[config.mk]
export PLATFORM = sky130hd
export DESIGN_NAME = pio_input_irq_debounced
export DESIGN_NICKNAME = d
export VERILOG_FILES = /design/src/rtl/pio_pkg.sv /design/src/rtl/pio_debounce_bit.sv /design/src/rtl/pio_input_irq_debounced.sv
export SDC_FILE = /design/constraint.sdc
export NUM_CORES = 1
export LEC_CHECK = 0
export CAP_MARGIN = 10
export CORE_MARGIN = 8
export CORE_UTILIZATION = 30
export CTS_CLUSTER_SIZE = 25
export DETAILED_ROUTE_END_ITERATION = 10
export REMOVE_ABC_BUFFERS = 1
export SLEW_MARGIN = 0
export SYNTH_ARGS = -nofsm -noshare
export SYNTH_HDL_FRONTEND = slang
export SYNTH_SLANG_ARGS = --single-unit
[constraint.sdc]
create_clock -name clk -period 2.3 [get_ports clk]
set_clock_uncertainty 0.2 [all_clocks]
set_input_delay 0.46 -clock clk [delete_from_list [all_inputs] [get_ports clk]]
set_output_delay 0.46 -clock clk [all_outputs]
set_load 0.01 [all_outputs]
[src/rtl/pio_pkg.sv]
// Shared constants for the input PIO: register addresses, edge-mode encodings
// and the debounce-length helper used by every debounce lane.
package pio_pkg;

  typedef enum logic [2:0] {
    PIO_ADDR_DATA = 3'd0,
    PIO_ADDR_RAW  = 3'd1,
    PIO_ADDR_MASK = 3'd2,
    PIO_ADDR_EDGE = 3'd3
  } pio_addr_e;

  localparam int EDGE_RISE = 0;
  localparam int EDGE_FALL = 1;
  localparam int EDGE_ANY  = 2;

  // Zero and one both collapse to a single-cycle hold, i.e. bypass.
  function automatic int deb_len(input int cycles);
    return (cycles < 1) ? 1 : cycles;
  endfunction

endpackage

[src/rtl/pio_debounce_bit.sv]
// One debounce lane: the accepted level follows d only after d has differed
// from it for N consecutive clocks; any shorter excursion restarts the count.
module pio_debounce_bit
  import pio_pkg::*;
#(
  parameter int DEBOUNCE_CYCLES = 50000
) (
  input  logic clk,
  input  logic reset,
  input  logic d,
  output logic q
);

  localparam int N  = deb_len(DEBOUNCE_CYCLES);
  localparam int CW = $clog2(N + 1);
  localparam logic [CW-1:0] LAST = CW'(N - 1);

  logic [CW-1:0] cnt_q, cnt_d;
  logic          deb_q, deb_d;

  // NOTE: every variable assigned here gets a default first so no latch is inferred.
  always_comb begin
    cnt_d = '0;
    deb_d = deb_q;
    if (d != deb_q) begin
      if (cnt_q == LAST) begin
        deb_d = d;
      end else begin
        cnt_d = cnt_q + CW'(1);
      end
    end
  end

  // NOTE: state flops use non-blocking assignments so all lanes update together.
  always_ff @(posedge clk) begin
    if (reset) begin
      cnt_q <= '0;
      deb_q <= 1'b0;
    end else begin
      cnt_q <= cnt_d;
      deb_q <= deb_d;
    end
  end

  assign q = deb_q;

endmodule

[src/rtl/pio_input_irq_debounced.sv]
// Avalon-MM input PIO: synchronise, debounce, edge-detect and capture button
// and switch inputs, with a maskable level interrupt and registered readback.
module pio_input_irq_debounced
  import pio_pkg::*;
#(
  parameter int WIDTH           = 5,
  parameter int DEBOUNCE_CYCLES = 50000,
  parameter int EDGE_MODE       = 2,
  parameter int W1C_CAPTURE     = 1
) (
  input  logic             clk,
  input  logic             reset,
  input  logic [2:0]       address,
  input  logic             chipselect,
  input  logic             write_n,
  input  logic [31:0]      writedata,
  input  logic [WIDTH-1:0] in_port,
  output logic [31:0]      readdata,
  output logic             irq
);

  logic [WIDTH-1:0] sync1_q, sync2_q;
  logic [WIDTH-1:0] deb;
  logic [WIDTH-1:0] deb_d1_q;
  logic [WIDTH-1:0] edge_capture_q, edge_capture_d;
  logic [WIDTH-1:0] irq_mask_q, irq_mask_d;
  logic [31:0]      readdata_q, readdata_d;
  logic [WIDTH-1:0] edge_det, clr;
  logic             wr_en;
  logic             unused_wdata;

  assign unused_wdata = ^writedata;

  for (genvar i = 0; i < WIDTH; i++) begin : g_deb
    pio_debounce_bit #(.DEBOUNCE_CYCLES(DEBOUNCE_CYCLES)) u_deb (
      .clk  (clk),
      .reset(reset),
      .d    (sync2_q[i]),
      .q    (deb[i])
    );
  end

  assign wr_en = chipselect & ~write_n;

  always_comb begin
    edge_det = '0;
    if (EDGE_MODE == EDGE_RISE) begin
      edge_det = deb & ~deb_d1_q;
    end else if (EDGE_MODE == EDGE_FALL) begin
      edge_det = ~deb & deb_d1_q;
    end else begin
      edge_det = deb ^ deb_d1_q;
    end
  end

  always_comb begin
    clr        = '0;
    irq_mask_d = irq_mask_q;
    if (wr_en && address == PIO_ADDR_EDGE) begin
      clr = (W1C_CAPTURE != 0) ? writedata[WIDTH-1:0] : '1;
    end
    if (wr_en && address == PIO_ADDR_MASK) begin
      irq_mask_d = writedata[WIDTH-1:0];
    end
    // A fresh edge is ORed in after the clear so a coinciding event survives.
    edge_capture_d = (edge_capture_q & ~clr) | edge_det;
  end

  always_comb begin
    readdata_d = '0;
    case (pio_addr_e'(address))
      PIO_ADDR_DATA: readdata_d[WIDTH-1:0] = deb;
      PIO_ADDR_RAW:  readdata_d[WIDTH-1:0] = sync2_q;
      PIO_ADDR_MASK: readdata_d[WIDTH-1:0] = irq_mask_q;
      PIO_ADDR_EDGE: readdata_d[WIDTH-1:0] = edge_capture_q;
      default:       readdata_d = '0;
    endcase
  end

  always_ff @(posedge clk) begin
    if (reset) begin
      sync1_q        <= '0;
      sync2_q        <= '0;
      deb_d1_q       <= '0;
      edge_capture_q <= '0;
      irq_mask_q     <= '0;
      readdata_q     <= '0;
    end else begin
      sync1_q        <= in_port;
      sync2_q        <= sync1_q;
      deb_d1_q       <= deb;
      edge_capture_q <= edge_capture_d;
      irq_mask_q     <= irq_mask_d;
      readdata_q     <= readdata_d;
    end
  end

  assign readdata = readdata_q;
  assign irq      = |(edge_capture_q & irq_mask_q);

endmodule

* Word level (Yosys, flattened, before mapping) *
Cells that the tools add are included.

storage, ports and cells
  input port bits = 44
  logic and storage cells = 63
  bits in registers = 142

cells by class
  bitwise operators = 12
  reductions and logical operators = 14
  add/subtract/negate cells = 5
  multiplexer cells = 2
  equality and inequality tests = 13

operator list
  kind                     number
  $add A16 B1 Y16 const B  5
  $eq A16 B16 Y1 const B   5
  $pmux W5 S4              1
  $reduce_or A3 Y1         5
  $and A5 B5 Y5            2
  $reduce_and A2 Y1        5
  $eq A3 B2 Y1 const B     2
  $not A1 Y1               6
  $mux W5                  1
  $ne A1 B1 Y1             5
  $not A5 Y5               1
  $or A5 B5 Y5             1
  $reduce_or A5 Y1         1
  $xor A5 B5 Y5            1
  $eq A3 B1 Y1 const B     1
  $logic_not A3 Y1         1
  $logic_and A1 B1 Y1      2
  $and A1 B1 Y1            1

* Longest topological paths before layout *
Gate-level depths: netlist of the first run.

  depth in word-level cells = 7
  mapped depth = 7
  depth with buffers taken out = 5

* Hierarchy *
From an unflattened synthesis of the first run, not the netlist that was laid out.

second synthesis, totals
  cell total of the unflattened synthesis = 554
  area total of the unflattened synthesis = 5122.4 µm²

by module, submodules not included
  module                   times used  area an instance (µm²)  cells each
  pio_debounce_bit         5           749.5                   83
  pio_input_irq_debounced  1           1375.1                  139

* Least setup slack after synthesis of the first run *
Ideal clock, no wire load.

  kind = register -> register
  from = register g_deb[1].u_deb.cnt_q[0]
  to = register g_deb[1].u_deb.cnt_q[10]
  setup slack = 529 ps
  stages on the path, launching flop included = 8
  library setup time = 64 ps
  data arrival time = 1507 ps
  path through = dfxtp_1 ha_1 and3_1 and4_1 or2_1 buf_2 buf_2 nor2_1

on the way
  cells in the longest elaborated chain, start to end = 2
  elaborated cells on any way between the ends = 3

ends and longest elaborated chain
  element                                                                  RTL line                source
  start: declaration                                                       pio_debounce_bit.sv:18  logic [CW-1:0] cnt_q, cnt_d;
  start signal: assignment                                                 pio_debounce_bit.sv:40  cnt_q <= cnt_d;
  parallel branches: the longest is 2 deep, another holds $add A16 B1 Y16  -

Several ways; the timed one is not identified.
A chain may end at the register's enable or synchronous reset.

* Final worst setup path of the first run *
  from = register edge_capture_q[4]
  to = output port irq

on the way
  cells in the longest elaborated chain, start to end = 2

ends and longest elaborated chain
  element                   RTL line                       source
  start: declaration        pio_input_irq_debounced.sv:25  logic [WIDTH-1:0] edge_capture_q, edge_capture_d;
  start signal: assignment  pio_input_irq_debounced.sv:92  edge_capture_q <= edge_capture_d;
  $and A5 B5 Y5             pio_input_irq_debounced.sv:99  assign irq = |(edge_capture_q & irq_mask_q);
  $reduce_or A5 Y1          pio_input_irq_debounced.sv:99
  end: declaration          pio_input_irq_debounced.sv:19  output logic irq

No other way between the ends.

==> flow_metrics.env, run 1 <==
export IMPL_status="completed"
export IMPL_ys_seq_area_share_pct=45.2
export IMPL_cts_sinks=115
export IMPL_period_minus_slack_ns=2.13
export IMPL_netlist_top_cells_count="dfxtp_1 (115), nor2_1 (99), xnor2_1 (57)"
export IMPL_initial_core_util_pct=30.7
export IMPL_vias=3733
export IMPL_cts_inserted_buffers=17
export IMPL_grt_usage_pct=9.09
export IMPL_drc_errors=0
export IMPL_maxCapViolations=0
export IMPL_worst_ep_required_time_ns=1.64
export IMPL_worstSkewPairLatency_ns=0.40
export IMPL_power_switching_mw=0.899
export IMPL_syn_instance_count=549
export IMPL_synthAdderAreaFrac_pct=1.23
export IMPL_power_leakage_nw=2.01
export IMPL_synth_most_common_cell="dfxtp_1"
export IMPL_powerDensity_mw_per_mm2=772
export IMPL_htreeDepth=4
export IMPL_synthFlopType="dfxtp_1"
export IMPL_async_flop_share_pct=0
export IMPL_worstSetupStartpointType="flop"
export IMPL_syn_avg_cell_area_sq_um=9.27
export IMPL_gp_congestion=0.802
export IMPL_area_growth_pct=19.4
export IMPL_slew_viol_final=0
export IMPL_wirelength_um=9730
export IMPL_die_h_um=146
export IMPL_diodes=0
export IMPL_p_int_mw=3.79
export IMPL_synth_top_area_share_pct=45.2
export IMPL_dp_hpwl_um=6800
export IMPL_synth_top_area_cell="dfxtp_1"
export IMPL_clockRootBuffer="clkbuf_16"
export IMPL_hold_buffers=0
export IMPL_synth_compound_area_share_pct=1.79
export IMPL_overflow=0
export IMPL_die_area_sq_mm=0.0214
export IMPL_synth_cell_types=46
export IMPL_drive_gt1_share_pct=8.07
export IMPL_synth_seq_cells=115
export IMPL_power_mw=4.69
export IMPL_cts_setup_buffers=0
export IMPL_io_buffers=22
export IMPL_tritoncts="yes"
export IMPL_cp_arrival_ns=1.47
export IMPL_cp_slowest_stage_delay_ns=0.37
export IMPL_synthMuxAreaShare_pct=4.20
export IMPL_synth_edf_count=0
export IMPL_min_period_over_period_pct=92.6
export IMPL_path_delay_family="compound AO/OA/AOI/OAI gates"
export IMPL_antenna_found_initial=0
export IMPL_end_kind="output pin"
export IMPL_nNetsFinal=632
export IMPL_grt_pass1_vias=3617
export IMPL_core_area_sq_mm=0.0166
export IMPL_drtAntennaViolNets=0
export IMPL_synthSimpleGateAreaFrac_pct=27.8
export IMPL_hp_class="reg -> reg"
export IMPL_ys_warn_count=0
export IMPL_grt_pass1_wl_um=16300
export IMPL_rows=47
export IMPL_cts_clk_slew_worst_paths_ns=0.05
export IMPL_rsz0062_at_grt="no"
export IMPL_die_w_um=146
export IMPL_switching_share_pct=19.2
export IMPL_pwr_share_comb_pct=2.6
export IMPL_crit_type="reg -> out"
export IMPL_tns_ns=0
export IMPL_drt_wirelength_per_cell_um=11.9
export IMPL_crit_chain="a222oi_1, nand2_1, clkdlybuf4s15_1"
export IMPL_clockBufferDepth=2
export IMPL_synth_area_leaders="dfxtp_1 (45%), xnor2_1 (9.8%), nor2_1 (7.3%), buf_4 (4.1%), xor2_1 (3.4%)"
export IMPL_setup_viol=0
export IMPL_vias_per_cell=4.58
export IMPL_first_iter_violations=209
export IMPL_critPathSlowestCell="a222oi_1"
export IMPL_synth_top_family_by_area="simple AND/OR/NAND/NOR gates"
export IMPL_ioPinCount=77
export IMPL_firstDrtPassIters=4
export IMPL_critPathMaxFanout=3
export IMPL_pwr_share_seq_pct=43.0
export IMPL_synthXorXnorAreaFrac_pct=13.3
export IMPL_max_freq_mhz=470
export IMPL_hold_viol_final=0
export IMPL_clkPwrFrac_pct=54.4
export IMPL_synth_area_sq_mm=0.00509
export IMPL_peakVddDrop_uv=535
export IMPL_critPathBufInv=1
export IMPL_grt_max_degree=32
## power groups by stage
stage / logic (mW) / clock network (mW) / registers, mW
global route: 0.134 / 2.70 / 2.02
detailed placement: 0.120 / 0 / 2.06
floorplan: 0.0495 / 0 / 2.05
finish: 0.121 / 2.55 / 2.02
global placement: 0.119 / 0 / 2.06
CTS: 0.120 / 2.61 / 2.02
## state kept, by name, summed over array words and instances (netlist names)
signal             flops
sync1_q                5
g_deb.u_deb.q          5
edge_capture_q         5
deb_d1_q               5
irq_mask_q             5
readdata               5
sync2_q                5
g_deb.u_deb.cnt_q     80
## logic make-up after synthesis
| family | Yosys count |
|---|---|
| muxes | 15 |
| DFF | 115 |
| adders and majority gates | 5 |
| buffers and inverters | 54 |
| xor gates and xnor gates | 77 |
| and+or+nand+nor | 268 |
| other | 1 |
| AOI/OAI and AO/OA | 14 |
## worst reg2reg max path, delay by kind of cell (launching register included)
family / cells / cell delay, ns
simple gates: 4 / 1.19
flops: 1 / 0.45
## path summary, 6_finish.rpt
check,cells past startpoint,slack (ns),to,start
max,3,0.17,irq,edge_capture_q[4]$_SDFF_PP0_
min reg2reg,1,0.23,sync2_q[3]$_SDFF_PP0_,sync1_q[3]$_SDFF_PP0_
max reg2reg,4,0.32,g_deb[3].u_deb.cnt_q[4]$_SDFF_PP0_,g_deb[3].u_deb.cnt_q[6]$_SDFF_PP0_
min,1,0.23,sync2_q[3]$_SDFF_PP0_,sync1_q[3]$_SDFF_PP0_
## placed cells by master (no fill, tap or decap), types with 17 or more instances in the layout
cell type,synthesis,layout
clkbuf_16,0,17
clkdlybuf4s50_1,0,21
conb_1,1,27
dfxtp_1,115,115
nand2_1,22,22
nand3_1,30,30
nand4_1,19,19
nor2_1,99,99
nor2b_1,17,17
nor3_1,18,18
nor4_1,23,23
xnor2_1,57,57
xor2_1,20,20
## what timing repair did
item | CTS | global route
pin swaps | 1 | 2
setup endpoints to repair | 1 | 1
gates resized for setup | 1 | 1
## through the flow
step	setup WS [ns]	util [%]	cells	hold slack [ns]	cell area, sq um
2_1_floorplan	0.507	-	533	0.214	4910
3_3_place_gp	0.158	33.1	784	0.222	5500
3_5_place_dp	0.0807	33.1	784	0.220	5500
4_1_cts	0.0771	36.6	815	0.232	6080
5_1_grt	0.0310	36.7	815	0.258	6080
6_report	0.171	36.7	815	0.234	6080
## layout make-up
cell class | instances | area, sq um
Clock buffer | 27 | 513
Inverter | 12 | 45.0
Sequential cell | 115 | 2300
Tap cell | 220 | 275
Timing Repair Buffer | 31 | 313
Fill cell | 1628 | 10500
Clock inverter | 4 | 70.1
Multi-Input combinational cell | 406 | 2560
## layer usage
layer	part of all wire, %	vias to the layer above	GRT usage, %
li1	-	1901	-
met1	46	1754	10.5
met2	48	68	14.9
met3	4.6	10	3.43
met4	1.4	0	3.61
met5	0	-	0
Note: power is estimated with default switching activity, not from simulation.
==> inputs of run 2 (changes only) <==
- CORE_UTILIZATION: 30 -> 50
- PLACE_DENSITY: unset -> 0.75
==> flow_metrics.env, run 2 (synthesis gave the netlist of run 1 again) <==
export IMPL_grt_pass1_vias=3804
export IMPL_drt_wirelength_per_cell_um=13.5
export IMPL_drtAntennaViolNets=0
export IMPL_critPathMaxFanout=3
export IMPL_tritoncts="yes"
export IMPL_drc_errors=0
export IMPL_hold_buffers=0
export IMPL_switching_share_pct=22.3
export IMPL_initial_core_util_pct=50.4
export IMPL_end_kind="output pin"
export IMPL_n_fill_cell=870
export IMPL_firstDrtPassIters=4
export IMPL_worstSkewPairLatency_ns=0.52
export IMPL_worstSetupStartpointType="flop"
export IMPL_clockBufferDepth=2
export IMPL_grt_busiest_layer="met2"
export IMPL_use_met1_pct=18.9
export IMPL_postLayoutSetupSlackWorst_ns=0.124
export IMPL_layout_commonest_cell="dfxtp_1"
export IMPL_power_leakage_nw=1.99
export IMPL_power_switching_mw=1.04
export IMPL_nNetsFinal=632
export IMPL_gp_congestion=0.826
export IMPL_final_cell_mix="dfxtp_1 (115), nor2_1 (99), xnor2_1 (57), nand3_1 (30), conb_1 (27)"
export IMPL_grtUsageMet2_pct=26.5
export IMPL_antenna_found_initial=0
export IMPL_crit_type="reg -> out"
export IMPL_tns_ns=0
export IMPL_die_w_um=117
export IMPL_hold_viol_final=0
export IMPL_p_int_mw=3.61
export IMPL_htreeDepth=4
export IMPL_io_buffers=22
export IMPL_grt_usage_pct=16.1
export IMPL_area_growth_pct=17.1
export IMPL_hp_class="reg -> reg"
export IMPL_period_minus_slack_ns=2.18
export IMPL_drive_gt1_share_pct=9.06
export IMPL_worst_ep_required_time_ns=1.64
export IMPL_die_h_um=117
export IMPL_slew_viol_final=0
export IMPL_clockRootBuffer="clkbuf_8"
export IMPL_cts_clk_slew_worst_paths_ns=0.06
export IMPL_overflow=0
export IMPL_largest_reg_flops=80
export IMPL_pwr_share_comb_pct=2.6
export IMPL_maxCapViolations=0
export IMPL_pwr_share_seq_pct=43.3
export IMPL_peakVddDrop_uv=682
export IMPL_post_place_ws_ns=0.0776
export IMPL_ff2ff_setup_slack_ns=0.29
export IMPL_vias=3801
export IMPL_dp_hpwl_um=6750
export IMPL_crit_chain="a222oi_1, nand2_1, clkbuf_2"
export IMPL_clkPwrFrac_pct=54.0
export IMPL_grt_pass1_wl_um=17500
export IMPL_cts_inserted_buffers=17
export IMPL_die_area_sq_mm=0.0137
export IMPL_critPathSlowestCell="a222oi_1"
export IMPL_wirelength_um=9870
export IMPL_cp_arrival_ns=1.52
export IMPL_cp_slowest_stage_delay_ns=0.39
export IMPL_grt_use_met3_pct=5.39
export IMPL_max_freq_mhz=459
export IMPL_min_period_over_period_pct=94.6
export IMPL_powerDensity_mw_per_mm2=780
export IMPL_ioPinCount=77
export IMPL_first_iter_violations=221
export IMPL_grt_max_degree=24
export IMPL_vias_per_cell=5.19
export IMPL_rows=37
export IMPL_cts_sinks=115
export IMPL_largest_register="g_deb.u_deb.cnt_q"
export IMPL_core_area_sq_mm=0.0101
export IMPL_diodes=0
export IMPL_setup_viol=0
export IMPL_status="completed"
export IMPL_rsz0062_at_grt="no"
run 2: cell count changes in the layout (fill, tap and decap cells not counted), sizes merged:
cell,previous run,this run
clkdlybuf4s15,1,0
clkbuf,27,19
clkinvlp,0,3
inv,12,15
clkinv,2,6
run 2: power groups by stage:
stage	registers [mW]	logic (mW)	clock network (mW)
after floorplan	2.05	0.0495	0
after global placement	2.06	0.119	0
after detailed placement	2.06	0.120	0
after CTS	2.01	0.122	2.55
after global routing	2.01	0.135	2.66
final	2.01	0.123	2.51
run 2: per-layer routing:
metal	vias up	share of wire (%)
li1	1904	-
met1	1798	45
met2	84	48
met3	15	5.6
met4	0	1.4
met5	-	0
run 2: final timing paths:
kind	startpoint	to	cells after the start
max	edge_capture_q[4]$_SDFF_PP0_	irq	3
min	sync1_q[3]$_SDFF_PP0_	sync2_q[3]$_SDFF_PP0_	1
max reg2reg	g_deb[3].u_deb.cnt_q[0]$_SDFF_PP0_	g_deb[3].u_deb.cnt_q[6]$_SDFF_PP0_	5
min reg2reg	sync1_q[3]$_SDFF_PP0_	sync2_q[3]$_SDFF_PP0_	1
run 2: layout make-up:
cell class / count / area (sq um) / area share, %
Timing Repair Buffer: 31 / 308 / 5.17
Clock inverter: 14 / 154 / 2.58
Sequential cell: 115 / 2300 / 38.6
Multi-Input combinational cell: 406 / 2560 / 43.0
Tap cell: 136 / 170 / 2.86
Clock buffer: 18 / 418 / 7.02
Inverter: 12 / 45.0 / 0.756
run 2: per-stage QoR:
stage | instance area [sq um] | power (mW) | util (%) | cells | hold WS, ns
final | 5960 | 4.65 | 59.0 | 732 | 0.243
after global routing | 5960 | 4.81 | 59.0 | 732 | 0.254
after CTS | 5960 | 4.69 | 59.1 | 732 | 0.247
after detailed placement | 5390 | 2.18 | 53.4 | 700 | 0.234
after global placement | 5390 | 2.18 | 53.4 | 700 | 0.217
after floorplan | 4910 | 2.10 | - | 533 | 0.214
run 2: worst max-delay path: cells and delay by family, from the launching register on:
kind,cells,cell delay [ns]
AO/OA/AOI/OAI,1,0.39
buffers and inverters,1,0.16
AND/OR/NAND/NOR,1,0.13
flip-flops,1,0.33
run 2: what timing repair did:
action / 4_1_cts / 5_1_grt
pin swaps: 1 / 1
setup endpoints to repair: 1 / 1
buffers inserted: 0 / 0
resized for setup: 2 / 1
==> inputs of run 3 (changes only) <==
- CTS_CLUSTER_DIAMETER: unset -> 60
- PLACE_DENSITY: 0.75 -> unset
- PLACE_DENSITY_LB_ADDON: unset -> 0.08
- SKIP_CTS_REPAIR_TIMING: unset -> 1
==> flow_metrics.env, run 3 (synthesis gave the netlist of run 1 again) <==
export IMPL_layout_commonest_cell="dfxtp_1"
export IMPL_die_h_um=117
export IMPL_critPathMaxFanout=3
export IMPL_met3_length_um=558
export IMPL_antenna_found_initial=0
export IMPL_drt_wirelength_per_cell_um=12.7
export IMPL_tritoncts="yes"
export IMPL_clockBufferDepth=2
export IMPL_drive_gt1_share_pct=8.57
export IMPL_dp_hpwl_um=6280
export IMPL_rows=37
export IMPL_r2r_end="g_deb[3].u_deb.cnt_q[13]$_SDFF_PP0_"
export IMPL_grt_max_degree=27
export IMPL_cts_clk_slew_worst_paths_ns=0.05
export IMPL_io_buffers=22
export IMPL_grt_usage_pct=14.8
export IMPL_largest_reg_flops=80
export IMPL_wl_met1_um=4520
export IMPL_final_cell_mix="dfxtp_1 (115), nor2_1 (99), xnor2_1 (57), nand3_1 (30), conb_1 (27)"
export IMPL_maxCapViolations=0
export IMPL_core_area_sq_mm=0.0101
export IMPL_n_fill_cell=911
export IMPL_period_minus_slack_ns=2.11
export IMPL_drc_errors=0
export IMPL_area_growth_pct=16.8
export IMPL_drtAntennaViolNets=0
export IMPL_worstSkewPairLatency_ns=0.50
export IMPL_min_period_over_period_pct=91.6
export IMPL_ff2ff_setup_slack_ns=0.29
export IMPL_largest_register="g_deb.u_deb.cnt_q"
export IMPL_nNetsFinal=631
export IMPL_vias_per_cell=5.07
export IMPL_worst_ep_required_time_ns=1.64
export IMPL_peakVddDrop_uv=507
export IMPL_fin_util_pct=58.9
export IMPL_powerDensity_mw_per_mm2=770
export IMPL_timing_rr_start="g_deb[3].u_deb.cnt_q[0]$_SDFF_PP0_"
export IMPL_cts_inserted_buffers=17
export IMPL_die_w_um=117
export IMPL_grt_pass1_vias=3477
export IMPL_first_iter_violations=169
export IMPL_crit_type="reg -> out"
export IMPL_relSlewSlack_pct=65.9
export IMPL_cp_arrival_ns=1.45
export IMPL_max_freq_mhz=475
export IMPL_vias=3703
export IMPL_initial_core_util_pct=50.4
export IMPL_cp_startpoint="edge_capture_q[4]$_SDFF_PP0_"
export IMPL_hold_viol_final=0
export IMPL_clockRootBuffer="clkbuf_8"
export IMPL_gp_congestion=0.811
export IMPL_die_area_sq_mm=0.0137
export IMPL_hp_class="reg -> reg"
export IMPL_rr_worst_depth=5
export IMPL_grt_pass1_wl_um=16000
export IMPL_dp_cells=699
export IMPL_overflow=0
export IMPL_finalInstanceArea_sq_mm=0.00594
export IMPL_fin_cells=731
export IMPL_end_kind="output pin"
export IMPL_cts_sinks=115
export IMPL_placed_area_sq_mm=0.00538
export IMPL_firstDrtPassIters=4
export IMPL_htreeDepth=4
export IMPL_wirelength_um=9260
export IMPL_met2_length_um=4100
export IMPL_ioPinCount=77
export IMPL_rsz0062_at_grt="no"
export IMPL_diodes=0
export IMPL_maxUsedRoutingLayer="met4"
export IMPL_slew_viol_final=0
export IMPL_power_leakage_nw=2.01
export IMPL_endpoint="irq"
export IMPL_setup_viol=0
export IMPL_status="completed"
export IMPL_tightest_slew_ns=0.511
export IMPL_worstSetupStartpointType="flop"
[run 3: cell count changes in the layout (fill, tap and decap cells not counted), sizes merged]
cell and delta:
clkinv +1, clkinvlp -1, dlymetal6s2s +1, clkbuf +2, buf -1, inv -3
[run 3: area by class of cell]
type | instances | area, sq um | area share (%)
multi-input combinational | 406 | 2560 | 43.1
timing repair buffer | 30 | 308 | 5.18
tap | 136 | 170 | 2.86
clock inverter | 11 | 110 | 1.85
sequential | 115 | 2300 | 38.7
inverter | 12 | 45.0 | 0.758
clock buffer | 21 | 449 | 7.56
[run 3: power by group]
group	switching [mW]	total (mW)	internal [mW]	leakage, nW
clock	0.861	2.44	1.58	0.277
combinational	0.0660	0.121	0.0548	0.802
sequential	0.00769	2.01	2.01	0.929
[run 3: critical path, stage by stage, from the launching register on]
cell and delay (ns):
dfxtp_1 0.32, a222oi_1 0.34, nand2_1 0.10, dlymetal6s2s_1 0.19
[run 3: how the worst min path moves through the flow]
stage | slack [ns] | cells past startpoint | start | endpoint
2_1_floorplan | 0.21 | 1 | sync1_q[0]$_SDFF_PP0_ | sync2_q[0]$_SDFF_PP0_
3_3_place_gp | 0.22 | 1 | sync1_q[3]$_SDFF_PP0_ | sync2_q[3]$_SDFF_PP0_
3_5_place_dp | 0.22 | 1 | sync1_q[3]$_SDFF_PP0_ | sync2_q[3]$_SDFF_PP0_
4_1_cts | 0.23 | 1 | sync1_q[3]$_SDFF_PP0_ | sync2_q[3]$_SDFF_PP0_
5_1_grt | 0.25 | 1 | sync1_q[3]$_SDFF_PP0_ | sync2_q[3]$_SDFF_PP0_
6_report | 0.23 | 1 | sync1_q[3]$_SDFF_PP0_ | sync2_q[3]$_SDFF_PP0_
[run 3: layer usage]
layer / GRT usage (%) / up-vias
met5: 0 / -
met4: 6.40 / 0
met3: 5.34 / 7
met2: 22.3 / 83
met1: 18.7 / 1707
li1: - / 1906
[run 3: through the flow]
step	hold WS [ns]	total power, mW	setup TNS (ns)	setup slack, ns
final	0.235	4.58	0	0.194
after global placement	0.219	2.17	0	0.143
after detailed placement	0.222	2.18	0	0.0949
after floorplan	0.214	2.10	0	0.507
after global routing	0.254	4.73	0	0.0460
after CTS	0.234	4.64	-0.174	-0.174
